--- src/rtl/lnvd_adc_sequencer.sv ---
// Round-robin conversion scheduler for the LNVD ADC command/response stream.
// One frame per period tick; each enabled slot issues one command and captures its result.
module lnvd_adc_sequencer #(
    parameter int                    NUM_CH  = 4,
    parameter logic [NUM_CH*5-1:0]   CH_MAP  = {5'd4, 5'd3, 5'd2, 5'd1},
    parameter int                    PERIOD  = 1000,
    parameter int                    TIMEOUT = 255
) (
    input  logic                     clk,
    input  logic                     rst_n,
    input  logic                     enable,
    input  logic [NUM_CH-1:0]        ch_mask,
    input  logic                     clr_err,
    output logic                     cmd_valid,
    output logic [4:0]               cmd_channel,
    output logic                     cmd_sop,
    output logic                     cmd_eop,
    input  logic                     cmd_ready,
    input  logic                     rsp_valid,
    input  logic [4:0]               rsp_channel,
    input  logic [11:0]              rsp_data,
    output logic [NUM_CH*12-1:0]     data_out,
    output logic [NUM_CH-1:0]        data_valid,
    output logic                     frame_done,
    output logic                     busy,
    output logic                     timeout_err,
    output logic                     overrun_err
);
    localparam int IDX_W = (NUM_CH > 1) ? $clog2(NUM_CH) : 1;
    localparam int PER_W = (PERIOD > 1) ? $clog2(PERIOD) : 1;
    localparam int TO_W  = $clog2(TIMEOUT + 1);

    typedef enum logic [1:0] {S_IDLE, S_ISSUE, S_WAIT} state_t;

    state_t              state_q, state_d;
    logic [IDX_W-1:0]    idx_q, idx_d;
    logic [NUM_CH-1:0]   mask_q, mask_d;
    logic [PER_W-1:0]    per_cnt_q, per_cnt_d;
    logic [TO_W-1:0]     to_cnt_q, to_cnt_d;
    logic [11:0]         data_q [NUM_CH];
    logic [11:0]         data_d [NUM_CH];
    logic [NUM_CH-1:0]   dv_q, dv_d;
    logic                frame_done_q, frame_done_d;
    logic                timeout_err_q, timeout_err_d;
    logic                overrun_err_q, overrun_err_d;
    logic                tick, rsp_hit, expired;
    logic [NUM_CH-1:0]   remaining;

    function automatic logic [IDX_W-1:0] lowest_set(input logic [NUM_CH-1:0] m);
        lowest_set = '0;
        for (int i = NUM_CH - 1; i >= 0; i--) if (m[i]) lowest_set = IDX_W'(i);
    endfunction

    function automatic logic [IDX_W-1:0] highest_set(input logic [NUM_CH-1:0] m);
        highest_set = '0;
        for (int i = 0; i < NUM_CH; i++) if (m[i]) highest_set = IDX_W'(i);
    endfunction

    // Enabled slots strictly after idx; empty means idx is the last slot of the frame.
    function automatic logic [NUM_CH-1:0] slots_after(input logic [NUM_CH-1:0] m,
                                                      input logic [IDX_W-1:0] idx);
        slots_after = m;
        for (int i = 0; i < NUM_CH; i++) if (IDX_W'(i) <= idx) slots_after[i] = 1'b0;
    endfunction

    function automatic logic [4:0] map_ch(input logic [IDX_W-1:0] idx);
        map_ch = '0;
        for (int i = 0; i < NUM_CH; i++) if (IDX_W'(i) == idx) map_ch = CH_MAP[5*i +: 5];
    endfunction

    always_comb begin
        tick      = enable && (per_cnt_q == PER_W'(PERIOD - 1));
        per_cnt_d = (!enable || tick) ? '0 : per_cnt_q + PER_W'(1);
    end

    always_comb begin
        state_d       = state_q;
        idx_d         = idx_q;
        mask_d        = mask_q;
        to_cnt_d      = to_cnt_q;
        data_d        = data_q;
        dv_d          = dv_q;
        frame_done_d  = 1'b0;
        timeout_err_d = clr_err ? 1'b0 : timeout_err_q;
        overrun_err_d = clr_err ? 1'b0 : overrun_err_q;
        rsp_hit       = 1'b0;
        expired       = 1'b0;
        remaining     = '0;

        if (tick && state_q != S_IDLE) overrun_err_d = 1'b1;

        case (state_q)
            S_IDLE: begin
                if (tick && |ch_mask) begin
                    mask_d  = ch_mask;
                    idx_d   = lowest_set(ch_mask);
                    state_d = S_ISSUE;
                end
            end
            S_ISSUE: begin
                if (cmd_ready) begin
                    state_d  = S_WAIT;
                    to_cnt_d = '0;
                end
            end
            S_WAIT: begin
                rsp_hit = rsp_valid && (rsp_channel == map_ch(idx_q));
                expired = !rsp_hit && (to_cnt_q == TO_W'(TIMEOUT - 1));
                if (rsp_hit) begin
                    data_d[idx_q] = rsp_data;
                    dv_d[idx_q]   = 1'b1;
                end else if (expired) begin
                    timeout_err_d = 1'b1;
                end else begin
                    to_cnt_d = to_cnt_q + TO_W'(1);
                end
                // A timed-out slot advances exactly like a captured one.
                if (rsp_hit || expired) begin
                    remaining = slots_after(mask_q, idx_q);
                    if (|remaining) begin
                        idx_d   = lowest_set(remaining);
                        state_d = S_ISSUE;
                    end else begin
                        state_d      = S_IDLE;
                        frame_done_d = 1'b1;
                    end
                end
            end
            default: state_d = S_IDLE;
        endcase
    end

    always_ff @(posedge clk or negedge rst_n) begin
        if (!rst_n) begin
            state_q       <= S_IDLE;
            idx_q         <= '0;
            mask_q        <= '0;
            per_cnt_q     <= '0;
            to_cnt_q      <= '0;
            dv_q          <= '0;
            frame_done_q  <= 1'b0;
            timeout_err_q <= 1'b0;
            overrun_err_q <= 1'b0;
            for (int i = 0; i < NUM_CH; i++) data_q[i] <= '0;
        end else begin
            state_q       <= state_d;
            idx_q         <= idx_d;
            mask_q        <= mask_d;
            per_cnt_q     <= per_cnt_d;
            to_cnt_q      <= to_cnt_d;
            dv_q          <= dv_d;
            frame_done_q  <= frame_done_d;
            timeout_err_q <= timeout_err_d;
            overrun_err_q <= overrun_err_d;
            data_q        <= data_d;
        end
    end

    assign busy        = (state_q != S_IDLE);
    assign cmd_valid   = (state_q == S_ISSUE);
    assign cmd_channel = cmd_valid ? map_ch(idx_q) : 5'd0;
    assign cmd_sop     = cmd_valid && (idx_q == lowest_set(mask_q));
    assign cmd_eop     = cmd_valid && (idx_q == highest_set(mask_q));
    assign data_valid  = dv_q;
    assign frame_done  = frame_done_q;
    assign timeout_err = timeout_err_q;
    assign overrun_err = overrun_err_q;

    for (genvar gi = 0; gi < NUM_CH; gi++) begin : g_slot
        assign data_out[12*gi +: 12] = data_q[gi];
    end
endmodule

--- config.mk ---
export PLATFORM = sky130hd
export DESIGN_NAME = lnvd_adc_sequencer
export DESIGN_NICKNAME = d
export VERILOG_FILES = /design/src/rtl/lnvd_adc_sequencer.sv
export SDC_FILE = /design/constraint.sdc
export NUM_CORES = 1
export LEC_CHECK = 0
export CELL_PAD_IN_SITES_DETAIL_PLACEMENT = 0
export CELL_PAD_IN_SITES_GLOBAL_PLACEMENT = 2
export CORE_MARGIN = 5
export CORE_UTILIZATION = 34
export DETAILED_ROUTE_END_ITERATION = 8
export PLACE_DENSITY_LB_ADDON = 0.1
export REMOVE_ABC_BUFFERS = 1
export SLEW_MARGIN = 20
export SYNTH_ARGS = -nofsm -noshare
export SYNTH_HDL_FRONTEND = slang
export SYNTH_SLANG_ARGS = --single-unit
--- constraint.sdc ---
create_clock -name clk -period 4.9 [get_ports clk]
set_input_delay 0.98 -clock clk [delete_from_list [all_inputs] [get_ports clk]]
set_output_delay 0.98 -clock clk [all_outputs]
set_load 0.1 [all_outputs]
==> flow_summary_export.csv, run 1 <==
group,metric,value,unit
global_routing,grt_pass1_vias,2735,
yosys,synth_edf_count,0,
sta,report.final.slew_viol_count,0,
yosys,synthCells,294,
drt,drt_iter0_markers,72,
sta,finalSetupViolations,0,
floorplanning,die_h,113,microns
global_routing,grt.total_usage,0.142,
final_layout,area_growth,33.4,%
final_layout,nets,422,
setup_path,critPathLaunchType,"flip-flop",
yosys,syn-cell-area,3640,sq um
sta,fin_crit,3580,ps
floorplanning,rows,37,
final_layout,fillers,997,
clock_tree,clk_pin_slew,80,ps
clock_tree,cts_tree,"done",
sta,worst_slew_pin_slew,1050,ps
status,status,"completed",
global_routing,grt_overflow_total,0,
setup_path,rr_worst_depth,6,
clock_tree,hold_buffers,0,
final_layout,antenna_cells,0,
yosys,postSynthRegisterBits,81,
placement,portBuffers,88,
drt,drc_errors,0,
global_routing,antenna_found_initial,0,
floorplanning,die_w,113,microns
drt,wirelength,8710,microns
placement,gp_congestion,0.714,
setup_path,crit_fanout,6,
global_routing,grt_pass1_wl,14300,microns
clock_tree,post-cts-setup-buffers,0,
hold_path,hold_class,"reg2reg",
placement,post_dp_cell_area,4640,sq um
final_layout,final_area,4860,sq um
flow_run,drv_cap,0,
global_routing,grt_max_degree,82,
yosys,yosys.area.top_type,"dfrtp_1",
floorplanning,die_area,12900,sq um
setup_path,crit_type,"reg2out",
floorplanning,ios,91,
drt,via_count,2523,
power,p_per_area,508,nW/um^2
sta,slew-limit-headroom,0.300,
floorplanning,core_area,10400,sq um
setup_path,cp.arrival,2600,ps
sta,setup_ws,1320,ps
placement,dp_slack,1250,ps
sta,period_share,0.731,
placement,hpwlAfterDp,6130,microns
sta,tns,0,ps
drt,routed.top_layer,"met4",
clock_tree,ctsLongestPathBuffers,2,
power,irDropWorstVdd,0.306,mV
setup_path,crit_end,"cmd_channel[0]",
yosys,syn_avg_cell_area,12.4,sq um
drt,first_pass_iters,4,
clock_tree,htreeDepth,3,
setup_path,worstPathRequired,3920,ps
clock_tree,clk_latency,350,ps
clock_tree,ctsResizeCount,0,
final_layout,layout-drive-gt1-share,0.199,
yosys,synthFlopType,"dfrtp_1",
setup_path,cp-end-kind,"output pin",
yosys,synth.area.top_cells,"dfrtp_1 (56%), mux2_2 (16%), ha_1 (2.7%)",
yosys,synth_top_area_frac,0.557,
yosys,ys_seq_area_frac,0.557,
clock_tree,cts.sinks,81,
sta,fmax,0.279,GHz
setup_path,rrSetupSlack,1690,ps
yosys,yosysWarnings,0,
clock_tree,cts_buffers,9,
drt,drt-wirelength-per-cell,16.5,microns
sta,fin_skew,11.6,ps
floorplanning,floorplan.initialDensity,0.351,
clock_tree,root_buffer,"clkbuf_8",
setup_path,cp-startpoint,"idx_q[0]",
setup_path,worstReg2RegStart,"idx_q[0]",
power,leakagePower,2.25,nW
yosys,yosysUniqueCellTypes,44,
yosys,asyncSetResetFlopFracSynth,1.00,
drt,detail-route-antenna-nets,0,
drt,route.met2.wl,4140,microns
setup_path,r2r_end,"data_out[46]",
drt,viasPerCell,4.79,
sta,rsz0062_at_grt,"false",
sta,hold_violations,0,
drt,wl_met1,3810,microns
drt,met3_wirelength,663,microns
## routing by layer
metal  track usage  vias up
met5             0        -
met4        0.0457        0
met3        0.0589       10
met2         0.225       59
met1         0.176     1245
li1              -     1209
## final cells by class
cell class / instances / area, sq um / share of cell area
sequential: 81 / 2030 / 0.417
clock inverter: 6 / 83.8 / 0.0173
tap: 136 / 170 / 0.0350
clock buffer: 9 / 124 / 0.0255
inverter: 14 / 52.6 / 0.0108
timing repair buffer: 88 / 882 / 0.182
multi-input combinational: 193 / 1520 / 0.312
## power breakdown
group | switching (mW) | internal, mW | total [mW]
clock network | 0.240 | 0.282 | 0.522
logic | 0.811 | 0.286 | 1.10
registers | 0.0807 | 0.768 | 0.849
total | 1.13 | 1.34 | 2.47
## registers in the layout, indices dropped and copies added, names as in the netlist
signal       flops
data_out        48
data_valid       4
frame_done       1
idx_q            2
mask_q           4
overrun_err      1
per_cnt_q       10
state_q          2
timeout_err      1
to_cnt_q         8
## Yosys cell counts, types with 2 or more instances
| master | n |
|---|---|
| nor3_1 | 4 |
| and4_1 | 2 |
| or4b_2 | 2 |
| mux2_2 | 52 |
| nor2_1 | 17 |
| ha_1 | 8 |
| mux2i_1 | 4 |
| nor2b_1 | 3 |
| a31oi_1 | 2 |
| o22ai_1 | 3 |
| buf_4 | 2 |
| nand2_1 | 17 |
| o221ai_1 | 3 |
| and2_1 | 3 |
| a21oi_1 | 7 |
| and3_1 | 6 |
| a21o_1 | 2 |
| or3_1 | 3 |
| dfrtp_1 | 81 |
| nand2b_1 | 6 |
| or4_1 | 2 |
| buf_6 | 3 |
| inv_1 | 14 |
| xor2_1 | 7 |
| nand2_2 | 3 |
| xnor2_1 | 6 |
| nand3_1 | 11 |
| o21ai_0 | 5 |
## stage by stage
step | total power [mW] | std cells | utilization | hold slack (ps)
2_1_floorplan | 1.67 | 288 | - | 455
3_3_place_gp | 1.96 | 512 | 0.448 | 450
3_5_place_dp | 1.97 | 512 | 0.448 | 454
6_report | 2.47 | 527 | 0.468 | 468
5_1_grt | 2.59 | 527 | 0.468 | 494
4_1_cts | 2.50 | 527 | 0.468 | 473
## worst min path at each step
stage	startpoint	to	cells after the start	slack [ps]
floorplan	per_cnt_q[0]	per_cnt_q[0]	1	460
finish	data_valid[3]	data_valid[3]	1	470
detailed placement	data_valid[3]	data_valid[3]	1	450
CTS	data_valid[3]	data_valid[3]	1	470
global placement	data_valid[0]	data_valid[0]	1	450
global route	data_valid[3]	data_valid[3]	1	490
## placed cells by master (no fill, tap or decap), types with 4 or more instances in the layout
cell type / n
inv_1: 14
nand2b_1: 6
o21ai_0: 5
xor2_1: 7
nor2_1: 17
mux2i_1: 4
dfrtp_1: 81
mux2_2: 52
and3_1: 6
nand2_1: 17
clkbuf_8: 9
xnor2_1: 6
nor3_1: 4
a21oi_1: 7
nand3_1: 11
clkdlybuf4s50_1: 87
ha_1: 8
## critical path, stage by stage (launching register included)
cell and delay [ps]:
dfrtp_1 450, inv_1 200, ha_1 240, nor2_1 70
nor3_1 130, clkdlybuf4s50_1 1160
## cells by family (layout without fill, tap and decap cells)
group,after synthesis,in the layout,synth area share
adder cells (fa/ha/maj),8,8,0.0275
XOR/XNOR,13,13,0.0313
multiplexers,56,56,0.172
AND/OR/NAND/NOR,83,83,0.121
buffers and inverters,21,117,0.0302
flip-flops,81,81,0.557
other,1,2,0.00103
AO/OA/AOI/OAI,31,31,0.0605
(Power assumes the default switching activity.)
==> inputs of run 2 (changes only) <==
--- a/config.mk
+++ b/config.mk
@@ -8,7 +8,7 @@
 export CELL_PAD_IN_SITES_DETAIL_PLACEMENT = 0
 export CELL_PAD_IN_SITES_GLOBAL_PLACEMENT = 2
 export CORE_MARGIN = 5
-export CORE_UTILIZATION = 34
+export CORE_UTILIZATION = 32
 export DETAILED_ROUTE_END_ITERATION = 8
 export PLACE_DENSITY_LB_ADDON = 0.1
 export REMOVE_ABC_BUFFERS = 1
==> constraint.sdc (replaced) <==
create_clock -name clk -period 3.35 [get_ports clk]
set_input_delay 0.67 -clock clk [delete_from_list [all_inputs] [get_ports clk]]
set_output_delay 0.67 -clock clk [all_outputs]
set_load 0.1 [all_outputs]
==> run 2 against run 1 <==
Power rose by 50%; clock power rose by 68%; sequential cell count did not move; via count fell by 0.28%; first-iteration DRC count fell by 21%; global-route usage fell by 0.81 points; hold slack got worse by 86 ps; largest power group unchanged; register-to-register slack got worse by 1200 ps; clock-buffer cell count rose by 1; sequential share of layout area rose by 0.69 points.
==> flow_summary_export.csv, run 2 (synthesis results as in run 1) <==
group,metric,value,unit
status,status,"completed",
final_layout,layout-drive-gt1-share,0.359,
setup_path,critPathLaunchType,"flip-flop",
clock_tree,clk_latency,330,ps
clock_tree,cts_buffers,9,
sta,finalSetupViolations,0,
setup_path,crit_path_max_incr_delay,610,ps
sta,fmax,0.346,GHz
power,leakagePower,2.40,nW
clock_tree,ctsLongestPathBuffers,2,
drt,drt_iter0_markers,57,
floorplanning,die_h,117,microns
placement,gp_congestion,0.712,
floorplanning,ios,91,
final_layout,final_cell_mix,"dfrtp_1 (81), buf_4 (64), mux2_2 (52)",
power,pwr-share-comb,0.427,
floorplanning,die_w,117,microns
drt,routed.top_layer,"met4",
power,irDropWorstVdd,0.395,mV
floorplanning,core_area,11300,sq um
drt,drt-wirelength-per-cell,16.1,microns
drt,via_count,2516,
final_layout,final_area,4780,sq um
floorplanning,rows,39,
global_routing,grt_pass1_vias,2638,
setup_path,crit_type,"reg2reg",
sta,report.final.slew_viol_count,0,
sta,slew-limit-headroom,0.491,
power,clockPowerShare,0.237,
global_routing,antenna_found_initial,0,
global_routing,grt.total_usage,0.134,
sta,worst_slew_pin_slew,762,ps
global_routing,grt_max_degree,82,
setup_path,worstPathRequired,3570,ps
setup_path,cpMaxStageDelayCell,"or4b_1",
drt,wl_met1,3970,microns
drt,detail-route-antenna-nets,0,
final_layout,fin_util,0.424,
global_routing,grt_overflow_total,0,
setup_path,cp-end-kind,"flip-flop",
sta,setup_ws,456,ps
sta,hold_violations,0,
clock_tree,hold_buffers,0,
clock_tree,ctsResizeCount,0,
drt,viasPerCell,4.69,
clock_tree,cts_tree,"done",
hold_path,hold_class,"in2async",
setup_path,r2r_end,"data_out[35]",
placement,portBuffers,88,
setup_path,crit_fanout,13,
power,p_sw_frac,0.457,
placement,post_dp_cell_area,4510,sq um
global_routing,grt_pass1_wl,13900,microns
clock_tree,clk_pin_slew,60,ps
clock_tree,root_buffer,"clkbuf_16",
placement,dp_slack,247,ps
placement,hpwlAfterDp,6160,microns
final_layout,largest_register_ffs,48,
final_layout,fillers,1086,
setup_path,path_cells,"inv_1 -> ha_1 -> xor2_1 -> or4b_1 -> a211oi_2 -> nand2_2 -> mux2_2",
sta,tns,0,ps
sta,period_share,0.864,
power,p_switching,1.69,mW
power,p_int,2.01,mW
setup_path,cp.arrival,3110,ps
floorplanning,die_area,13600,sq um
sta,fin_skew,12.9,ps
sta,fin_crit,2890,ps
drt,first_pass_iters,4,
power,p_per_area,774,nW/um^2
setup_path,worstReg2RegStart,"idx_q[0]",
clock_tree,cts.sinks,81,
drt,met3_wirelength,646,microns
setup_path,rr_worst_depth,7,
clock_tree,htreeDepth,3,
final_layout,antenna_cells,0,
power,seq_power_share,0.336,
final_layout,final_common_cell,"dfrtp_1",
drt,wirelength,8630,microns
final_layout,nets,424,
sta,rsz0062_at_grt,"false",
flow_run,drv_cap,0,
clock_tree,post-cts-setup-buffers,0,
final_layout,area_growth,31.2,%
drt,route.met2.wl,3860,microns
floorplanning,floorplan.initialDensity,0.323,
setup_path,rrSetupSlack,460,ps
drt,drc_errors,0,
==> run 2: cell types whose count changed in the layout (fill, tap and decap cells not counted), sizes merged <==
cell,delta
buf,+64
bufinv,-2
clkbuf,+1
clkdlybuf4s50,-62
clkinv,-1
clkinvlp,+1
inv,+1
==> run 2: worst max-delay path: cells and delay by family (launching register included) <==
kind            cells  cell delay (ps)
fa+ha+maj           1              350
simple gates        2              930
buf+inv             1              160
xor+xnor            1              190
flops               1              440
mux                 1              360
compound gates      1              340
==> run 2: stage by stage <==
| stage | hold WS [ps] | instances | total power [mW] |
|---|---|---|---|
| global placement | 452 | 521 | 2.85 |
| detailed placement | 454 | 521 | 2.85 |
| finish | 383 | 536 | 3.70 |
| CTS | 471 | 536 | 3.75 |
| floorplan | 374 | 288 | 2.44 |
| global route | 447 | 536 | 3.88 |
==> run 2: area by class of cell <==
class | count | area [sq um] | area share
Clock buffer | 10 | 229 | 0.0479
Clock inverter | 5 | 31.3 | 0.00655
Inverter | 14 | 52.6 | 0.0110
Multi-Input combinational cell | 193 | 1520 | 0.317
Sequential cell | 81 | 2030 | 0.424
Tap cell | 143 | 179 | 0.0375
Timing Repair Buffer | 90 | 742 | 0.155
==> run 2: routing by layer <==
layer  track usage  vias to the layer above
li1              -                     1221
met1         0.182                     1223
met2         0.191                       62
met3        0.0461                       10
met4        0.0619                        0
met5             0                        -
==> run 2: worst max path at each step <==
| stage | startpoint | end | slack, ps | cells after the start |
|---|---|---|---|---|
| 2_1_floorplan | idx_q[0] | cmd_channel[0] | -170 | 4 |
| 3_3_place_gp | rsp_channel[0] | data_out[11] | 270 | 5 |
| 3_5_place_dp | rsp_channel[0] | data_out[12] | 250 | 5 |
| 4_1_cts | idx_q[0] | data_out[18] | 390 | 7 |
| 5_1_grt | idx_q[0] | data_out[22] | 270 | 7 |
| 6_report | idx_q[0] | data_out[35] | 460 | 7 |
==> run 2: power groups by stage <==
stage,Combinational [mW],Sequential (mW),Clock [mW]
2_1_floorplan,0.585,1.86,0
5_1_grt,1.67,1.26,0.942
4_1_cts,1.60,1.24,0.908
3_3_place_gp,1.59,1.26,0
3_5_place_dp,1.59,1.26,0
6_report,1.58,1.24,0.878
